$ cat src/rtl/order_master.sv
// order_master
// Initiator side of the worker order interface. Host commands are queued in a
// small FIFO. Each command is issued to a single worker as an order. The master
// waits for the worker's busy flag to rise and then fall. It then reads the
// result word at order_back through a RAM read port and returns it to the host.
//
// Ports
//   clk, rst                       clock, synchronous active-high reset
//   cmd_valid/cmd_ready            host command handshake (ready = FIFO not full)
//   cmd_start/cmd_len/cmd_back     command fields
//   order_valid                    order request to the worker
//   order_start/order_len/order_back  order fields, change only in IDLE
//   order_busy                     worker busy
//   ram_rd_en/ram_rd_addr          RAM read strobe/address
//   ram_rd_data                    RAM read data, one cycle after ram_rd_en
//   res_valid/res_ready            result handshake to the host
//   res_data/res_err               result word, timeout flag (data 0 on error)
module order_master #(
    parameter int ADDR_WIDTH = 16,
    parameter int DATA_WIDTH = 16,
    parameter int FIFO_DEPTH = 4,
    parameter int TIMEOUT    = 255
) (
    input  logic                  clk,
    input  logic                  rst,
    input  logic                  cmd_valid,
    output logic                  cmd_ready,
    input  logic [ADDR_WIDTH-1:0] cmd_start,
    input  logic [ADDR_WIDTH-1:0] cmd_len,
    input  logic [ADDR_WIDTH-1:0] cmd_back,
    output logic                  order_valid,
    output logic [ADDR_WIDTH-1:0] order_start,
    output logic [ADDR_WIDTH-1:0] order_len,
    output logic [ADDR_WIDTH-1:0] order_back,
    input  logic                  order_busy,
    output logic                  ram_rd_en,
    output logic [ADDR_WIDTH-1:0] ram_rd_addr,
    input  logic [DATA_WIDTH-1:0] ram_rd_data,
    output logic                  res_valid,
    input  logic                  res_ready,
    output logic [DATA_WIDTH-1:0] res_data,
    output logic                  res_err
);

    localparam int PTR_W = (FIFO_DEPTH < 2) ? 1 : $clog2(FIFO_DEPTH);
    localparam int CNT_W = (TIMEOUT < 1) ? 1 : $clog2(TIMEOUT + 1);
    localparam int CMD_W = 3 * ADDR_WIDTH;
    localparam logic [PTR_W-1:0] PTR_ONE   = PTR_W'(1);
    localparam logic [PTR_W:0]   CNT1_ONE  = (PTR_W + 1)'(1);
    localparam logic [PTR_W:0]   DEPTH_C   = (PTR_W + 1)'(FIFO_DEPTH);
    localparam logic [CNT_W-1:0] CNT_ONE   = CNT_W'(1);
    localparam logic [CNT_W-1:0] CNT_MAX   = {CNT_W{1'b1}};
    localparam logic [CNT_W-1:0] TIMEOUT_C = CNT_W'(TIMEOUT);

    typedef enum logic [2:0] {
        IDLE  = 3'd0,
        ISSUE = 3'd1,
        RUN   = 3'd2,
        READ  = 3'd3,
        DATA  = 3'd4,
        RESP  = 3'd5
    } state_t;

    // Command FIFO storage and bookkeeping
    logic [CMD_W-1:0]      fifo_mem_r [FIFO_DEPTH];
    logic [PTR_W-1:0]      wr_ptr_r, rd_ptr_r;
    logic [PTR_W:0]        count_r, count_next_s;
    logic                  cmd_ready_r;
    logic                  push_s, pop_s, empty_s;
    logic [CMD_W-1:0]      head_s;
    logic [ADDR_WIDTH-1:0] head_start_s, head_len_s, head_back_s;

    // FSM state, timeout counter and registered outputs with their next values
    state_t                state_r, state_next_s;
    logic [CNT_W-1:0]      cnt_r, cnt_next_s, cnt_inc_s;
    logic                  order_valid_r, order_valid_next_s;
    logic [ADDR_WIDTH-1:0] order_start_r, order_start_next_s;
    logic [ADDR_WIDTH-1:0] order_len_r, order_len_next_s;
    logic [ADDR_WIDTH-1:0] order_back_r, order_back_next_s;
    logic                  ram_rd_en_r, ram_rd_en_next_s;
    logic [ADDR_WIDTH-1:0] ram_rd_addr_r, ram_rd_addr_next_s;
    logic                  res_valid_r, res_valid_next_s;
    logic [DATA_WIDTH-1:0] res_data_r, res_data_next_s;
    logic                  res_err_r, res_err_next_s;

    assign push_s       = cmd_valid && cmd_ready_r;
    assign empty_s      = (count_r == {(PTR_W + 1){1'b0}});
    assign head_s       = fifo_mem_r[rd_ptr_r];
    assign head_start_s = head_s[CMD_W-1 -: ADDR_WIDTH];
    assign head_len_s   = head_s[2*ADDR_WIDTH-1 -: ADDR_WIDTH];
    assign head_back_s  = head_s[ADDR_WIDTH-1:0];
    // Saturating increment: the counter never wraps back below TIMEOUT
    assign cnt_inc_s    = (cnt_r == CNT_MAX) ? cnt_r : (cnt_r + CNT_ONE);

    assign cmd_ready   = cmd_ready_r;
    assign order_valid = order_valid_r;
    assign order_start = order_start_r;
    assign order_len   = order_len_r;
    assign order_back  = order_back_r;
    assign ram_rd_en   = ram_rd_en_r;
    assign ram_rd_addr = ram_rd_addr_r;
    assign res_valid   = res_valid_r;
    assign res_data    = res_data_r;
    assign res_err     = res_err_r;

    // FIFO occupancy next value; push and pop never both hit a full or empty queue
    always_comb begin
        count_next_s = count_r;
        case ({push_s, pop_s})
            2'b10:   count_next_s = count_r + CNT1_ONE;
            2'b01:   count_next_s = count_r - CNT1_ONE;
            default: count_next_s = count_r;
        endcase
    end

    // FIFO pointers, occupancy and registered ready flag
    always_ff @(posedge clk) begin
        if (rst) begin
            wr_ptr_r    <= {PTR_W{1'b0}};
            rd_ptr_r    <= {PTR_W{1'b0}};
            count_r     <= {(PTR_W + 1){1'b0}};
            cmd_ready_r <= 1'b1;
        end else begin
            if (push_s) begin
                wr_ptr_r <= wr_ptr_r + PTR_ONE;
            end
            if (pop_s) begin
                rd_ptr_r <= rd_ptr_r + PTR_ONE;
            end
            count_r     <= count_next_s;
            cmd_ready_r <= (count_next_s != DEPTH_C);
        end
    end

    // FIFO storage; contents are dropped on reset by clearing the pointers
    always_ff @(posedge clk) begin
        if (push_s) begin
            fifo_mem_r[wr_ptr_r] <= {cmd_start, cmd_len, cmd_back};
        end
    end

    // Next-state and next-output logic of the order FSM
    always_comb begin
        state_next_s       = state_r;
        pop_s              = 1'b0;
        cnt_next_s         = cnt_r;
        order_valid_next_s = order_valid_r;
        order_start_next_s = order_start_r;
        order_len_next_s   = order_len_r;
        order_back_next_s  = order_back_r;
        ram_rd_en_next_s   = 1'b0;
        ram_rd_addr_next_s = ram_rd_addr_r;
        res_valid_next_s   = res_valid_r;
        res_data_next_s    = res_data_r;
        res_err_next_s     = res_err_r;
        case (state_r)
            IDLE: begin
                // A worker still busy from an earlier order blocks the next pop
                if (!empty_s && !order_busy) begin
                    pop_s              = 1'b1;
                    cnt_next_s         = {CNT_W{1'b0}};
                    order_start_next_s = head_start_s;
                    order_len_next_s   = head_len_s;
                    order_back_next_s  = head_back_s;
                    if (head_len_s == {ADDR_WIDTH{1'b0}}) begin
                        state_next_s     = RESP;
                        res_valid_next_s = 1'b1;
                        res_data_next_s  = {DATA_WIDTH{1'b0}};
                        res_err_next_s   = 1'b0;
                    end else begin
                        state_next_s       = ISSUE;
                        order_valid_next_s = 1'b1;
                    end
                end else begin
                    state_next_s = IDLE;
                end
            end
            ISSUE: begin
                if (order_busy) begin
                    state_next_s       = RUN;
                    order_valid_next_s = 1'b0;
                    cnt_next_s         = {CNT_W{1'b0}};
                end else if (cnt_inc_s >= TIMEOUT_C) begin
                    state_next_s       = RESP;
                    order_valid_next_s = 1'b0;
                    cnt_next_s         = cnt_inc_s;
                    res_valid_next_s   = 1'b1;
                    res_data_next_s    = {DATA_WIDTH{1'b0}};
                    res_err_next_s     = 1'b1;
                end else begin
                    cnt_next_s = cnt_inc_s;
                end
            end
            RUN: begin
                if (!order_busy) begin
                    state_next_s       = READ;
                    ram_rd_en_next_s   = 1'b1;
                    ram_rd_addr_next_s = order_back_r;
                end else begin
                    state_next_s = RUN;
                end
            end
            READ: begin
                state_next_s = DATA;
            end
            DATA: begin
                state_next_s     = RESP;
                res_valid_next_s = 1'b1;
                res_data_next_s  = ram_rd_data;
                res_err_next_s   = 1'b0;
            end
            RESP: begin
                if (res_ready) begin
                    state_next_s     = IDLE;
                    res_valid_next_s = 1'b0;
                end else begin
                    state_next_s = RESP;
                end
            end
            default: begin
                state_next_s       = IDLE;
                order_valid_next_s = 1'b0;
                res_valid_next_s   = 1'b0;
            end
        endcase
    end

    // FSM state register and registered outputs
    always_ff @(posedge clk) begin
        if (rst) begin
            state_r       <= IDLE;
            cnt_r         <= {CNT_W{1'b0}};
            order_valid_r <= 1'b0;
            order_start_r <= {ADDR_WIDTH{1'b0}};
            order_len_r   <= {ADDR_WIDTH{1'b0}};
            order_back_r  <= {ADDR_WIDTH{1'b0}};
            ram_rd_en_r   <= 1'b0;
            ram_rd_addr_r <= {ADDR_WIDTH{1'b0}};
            res_valid_r   <= 1'b0;
            res_data_r    <= {DATA_WIDTH{1'b0}};
            res_err_r     <= 1'b0;
        end else begin
            state_r       <= state_next_s;
            cnt_r         <= cnt_next_s;
            order_valid_r <= order_valid_next_s;
            order_start_r <= order_start_next_s;
            order_len_r   <= order_len_next_s;
            order_back_r  <= order_back_next_s;
            ram_rd_en_r   <= ram_rd_en_next_s;
            ram_rd_addr_r <= ram_rd_addr_next_s;
            res_valid_r   <= res_valid_next_s;
            res_data_r    <= res_data_next_s;
            res_err_r     <= res_err_next_s;
        end
    end

endmodule

$ cat config.mk
export PLATFORM = sky130hd
export DESIGN_NAME = order_master
export DESIGN_NICKNAME = d
export VERILOG_FILES = /design/src/rtl/order_master.sv
export SDC_FILE = /design/constraint.sdc
export NUM_CORES = 1
export LEC_CHECK = 0
export BUFFER_PORTS_ARGS = -buffer_cell sky130_fd_sc_hd__buf_2
export CORE_UTILIZATION = 30
export DETAILED_ROUTE_END_ITERATION = 16
export SYNTH_ARGS = -nofsm -noshare
export SYNTH_HDL_FRONTEND = slang
export SYNTH_SLANG_ARGS = --single-unit
$ cat constraint.sdc
create_clock -name clk -period 5.2 [get_ports clk]
set_input_delay 1.04 -clock clk [delete_from_list [all_inputs] [get_ports clk]]
set_output_delay 1.04 -clock clk [all_outputs]
set_load 0.01 [all_outputs]
==> flow_results.xml <==
<?xml version="1.0" encoding="UTF-8"?>
<metrics>
  <group name="worst_setup_path">
    <metric name="criticalPathCategory" unit="">register to register</metric>
    <metric name="end_kind" unit="">register</metric>
    <metric name="cp_cell_sequence" unit="">mux4_1, nor4_1, and4_2, o32ai_2, or4_1, a21oi_1</metric>
    <metric name="timing.critical_path.buf_inv" unit="">0</metric>
    <metric name="crit_fanout" unit="">36</metric>
    <metric name="cp-start-kind" unit="">register</metric>
    <metric name="arrival" unit="ps">3840</metric>
    <metric name="critPathTopFamily" unit="">simple AND/OR/NAND/NOR gates</metric>
    <metric name="critPathMaxStageDelay" unit="ps">840</metric>
    <metric name="critPathSlowestCell" unit="">dfxtp_4</metric>
    <metric name="crit_required" unit="ps">5620</metric>
  </group>
  <group name="detailed_routing">
    <metric name="drc" unit="">0</metric>
    <metric name="detail_route.vias_per_cell" unit="">4.80</metric>
    <metric name="drt-wirelength-per-cell" unit="um">18.2</metric>
    <metric name="dr.pass1.iters" unit="">6</metric>
    <metric name="final_antenna_net_count" unit="">0</metric>
    <metric name="first_iter_violations" unit="">381</metric>
    <metric name="postRouteWirelength" unit="mm">26.1</metric>
    <metric name="vias" unit="">6894</metric>
  </group>
  <group name="logic_synthesis">
    <metric name="synthDistinctLibCells" unit="">44</metric>
    <metric name="yosys_warning_count" unit="">0</metric>
    <metric name="postSynthAreaPerCell" unit="um2">14.2</metric>
    <metric name="synth_area" unit="um2">11100</metric>
    <metric name="synth_top_cell_by_area" unit="">edfxtp_1</metric>
    <metric name="syn-instance-count" unit="">784</metric>
    <metric name="synth.top_cell.area_share" unit="%">51.9</metric>
    <metric name="postSynthRegisterBits" unit="">297</metric>
    <metric name="count_of_flip_flops_with_a_built_in_enable_after_synthesis" unit="">192</metric>
    <metric name="synthFlopType" unit="">edfxtp_1</metric>
    <metric name="seq_area_frac_synth" unit="%">70.8</metric>
    <metric name="yosys-top-cells-area" unit="">edfxtp_1, dfxtp_1, mux4_2, nand2_1, a21oi_1</metric>
    <metric name="synth_nets" unit="">863</metric>
    <metric name="async_reset_ff_share" unit="%">0</metric>
  </group>
  <group name="timing">
    <metric name="final_max_slew_viol_count" unit="">0</metric>
    <metric name="final-hold-violation-count" unit="">0</metric>
    <metric name="setup_repair_after_global_routing_missed_its_margin" unit="">no</metric>
    <metric name="finalSetupViolCount" unit="">0</metric>
    <metric name="slew-limit-headroom" unit="%">23.3</metric>
    <metric name="period_share" unit="%">65.8</metric>
    <metric name="post-route-min-period" unit="ps">3420</metric>
    <metric name="timing.setup.tns" unit="ps">0</metric>
    <metric name="timing.clock.skew" unit="ps">23.5</metric>
    <metric name="fin_worst_hold_slack" unit="ps">451</metric>
    <metric name="fmaxAchievable" unit="MHz">292</metric>
    <metric name="transition_time_of_the_tightest_slew_check_pin" unit="ps">1150</metric>
  </group>
  <group name="cts">
    <metric name="cts.path.max_buffers" unit="">3</metric>
    <metric name="clock_tree_from_tritoncts" unit="">yes</metric>
    <metric name="worst_skew_pair.late_latency" unit="ps">510</metric>
    <metric name="post_cts_resized" unit="">0</metric>
    <metric name="tritoncts_buffers" unit="">34</metric>
    <metric name="h_tree_levels" unit="">2</metric>
    <metric name="number_of_setup_buffers_added_after_cts" unit="">0</metric>
    <metric name="root_buffer" unit="">clkbuf_16</metric>
    <metric name="cts_hold_buffers" unit="">0</metric>
    <metric name="clk_transition_reported_paths" unit="ps">60</metric>
    <metric name="clkSinkCount" unit="">297</metric>
  </group>
  <group name="floorplanning">
    <metric name="design.die.area" unit="um2">37800</metric>
    <metric name="core_region" unit="um2">36500</metric>
    <metric name="die_x" unit="um">195</metric>
    <metric name="num_rows" unit="">70</metric>
    <metric name="fp.dieH" unit="um">195</metric>
    <metric name="floorplan.initialDensity" unit="%">30.4</metric>
    <metric name="io_pins" unit="">154</metric>
  </group>
  <group name="grt">
    <metric name="first_global_vias" unit="">7089</metric>
    <metric name="grt_pass1_wl" unit="mm">40.8</metric>
    <metric name="pin_count_of_the_biggest_net_entering_global_routing" unit="">72</metric>
    <metric name="antenna_violations_before_repair" unit="">5</metric>
    <metric name="track_usage" unit="%">14.0</metric>
    <metric name="grt_overflow" unit="">0</metric>
  </group>
  <group name="place">
    <metric name="gp_congestion" unit="">0.818</metric>
    <metric name="dpl.hpwl" unit="mm">16.2</metric>
    <metric name="portBuffers" unit="">153</metric>
  </group>
  <group name="run">
    <metric name="max_cap_viol_count" unit="">0</metric>
  </group>
  <group name="finish">
    <metric name="num-nets-final" unit="">1018</metric>
    <metric name="post_route_cells_drive_above_1_share" unit="%">27.8</metric>
    <metric name="syn_to_final_growth" unit="%">21.4</metric>
  </group>
  <group name="run_status">
    <metric name="status" unit="">complete, no violations</metric>
  </group>
  <group name="power_and_ir_drop">
    <metric name="power.static_leakage" unit="uW">0.00475</metric>
    <metric name="max-vdd-ir-drop" unit="V">0.000302</metric>
    <metric name="powerDensity" unit="nW/um2">485</metric>
  </group>
  <group name="min_path">
    <metric name="hold_crit_path_type" unit="">register to register</metric>
  </group>
</metrics>
==> final timing paths <==
| path | start | endpoint | slack, ps | cells past startpoint |
|---|---|---|---|---|
| setup / recovery | register | res_valid$_SDFFE_PP0P_ | 1780 | 6 |
| hold / removal | ram_rd_addr[9]$_SDFFE_PP0P_ | ram_rd_addr[9]$_SDFFE_PP0P_ | 450 | 2 |
| setup reg to reg | register | res_valid$_SDFFE_PP0P_ | 1780 | 6 |
| hold reg to reg | ram_rd_addr[9]$_SDFFE_PP0P_ | ram_rd_addr[9]$_SDFFE_PP0P_ | 450 | 2 |
==> metrics by stage <==
step	power, uW	setup slack (ps)	util (%)	cell area, um2	std cells
floorplan	3830	1870	-	11100	784
global placement	4260	1800	33.9	12400	1371
detailed placement	4280	1810	33.9	12400	1371
CTS	6650	1740	36.9	13500	1432
global route	6890	1590	36.9	13500	1433
finish	6540	1780	37.0	13500	1435
==> worst reg2reg max path: cells and delay by family, from the launching register on <==
family / cells / cell delay (ps)
flip-flops: 1 / 840
multiplexers: 1 / 690
AND/OR/NAND/NOR: 3 / 1380
AO/OA/AOI/OAI: 2 / 420
==> routing by layer <==
| layer | routed length (um) | global-route usage (%) | up-vias |
|---|---|---|---|
| met5 | 36 | 0 | - |
| met4 | 466 | 4.00 | 6 |
| met3 | 1630 | 3.85 | 42 |
| met2 | 12200 | 22.8 | 196 |
| met1 | 11800 | 18.3 | 3411 |
| li1 | - | - | 3239 |
==> sequential cells by signal, summed over array words and instances (netlist names), 2 cells and up, named ones only <==
register	flops
res_data	16
order_back	16
wr_ptr_r	2
rd_ptr_r	2
count_r	3
cnt_r	8
fifo_mem_r	192
state_r	3
ram_rd_addr	16
order_len	16
order_start	16
==> cell families (layout without fill, tap and decap cells) <==
family	count (synthesis)	count (layout)	share of synthesized area, %
fa+ha+maj	10	10	1.19
xor+xnor	6	6	0.473
simple gates	220	220	8.34
buf+inv	56	236	1.99
flops	297	297	70.8
compound gates	146	146	7.20
other cells	0	3	0
mux	49	49	10.0
==> Yosys cell counts (4+ instances only) <==
library cell    n
edfxtp_1      192
buf_1           4
inv_1          10
a21oi_1       101
mux4_2         41
nor3_1          5
dfxtp_1       105
mux4_1          7
and3_1          8
nand2_1       155
ha_1            9
nand3_1         9
nor2_1         22
clkbuf_1       36
o21ai_0        22
a31oi_1         6
nor4_1          8
==> final cells by class <==
class                           instances  area [um2]
Timing Repair Buffer                  163         843
Clock buffer                           42         912
Tap cell                              468         586
Fill cell                            3489       23000
Sequential cell                       297        7870
Inverter                               12        45.0
Antenna cell                            3        7.51
Clock inverter                         19         189
Multi-Input combinational cell        431        3040
==> cells in the final DEF, fill, tap and decap left out, types with 3 or more instances in the layout <==
cell and instances:
nand3b_1 3, edfxtp_1 192, o21ai_0 22, xnor2_1 3
clkbuf_16 35, nand4_1 3, nor2_1 22, nand3_1 9
ha_1 9, buf_2 152, and3_2 4, and3_1 4
nand2_1 154, buf_4 11, clkinv_1 4, clkinvlp_4 6
a31oi_1 6, nor3_1 5, xor2_1 3, diode_2 3
clkbuf_1 6, or3_1 3, nor4_1 7, mux4_2 41
bufinv_16 3, a21oi_1 101, dfxtp_1 103, clkinv_2 5
o21a_1 3, mux4_1 7, inv_1 10
==> power breakdown <==
group / switching, uW / internal (uW) / total (uW)
Combinational: 702 / 511 / 1210
Sequential: 217 / 2780 / 2990
Clock: 933 / 1400 / 2340
Total: 1850 / 4690 / 6540
Note: power is estimated with default switching activity, not from simulation.
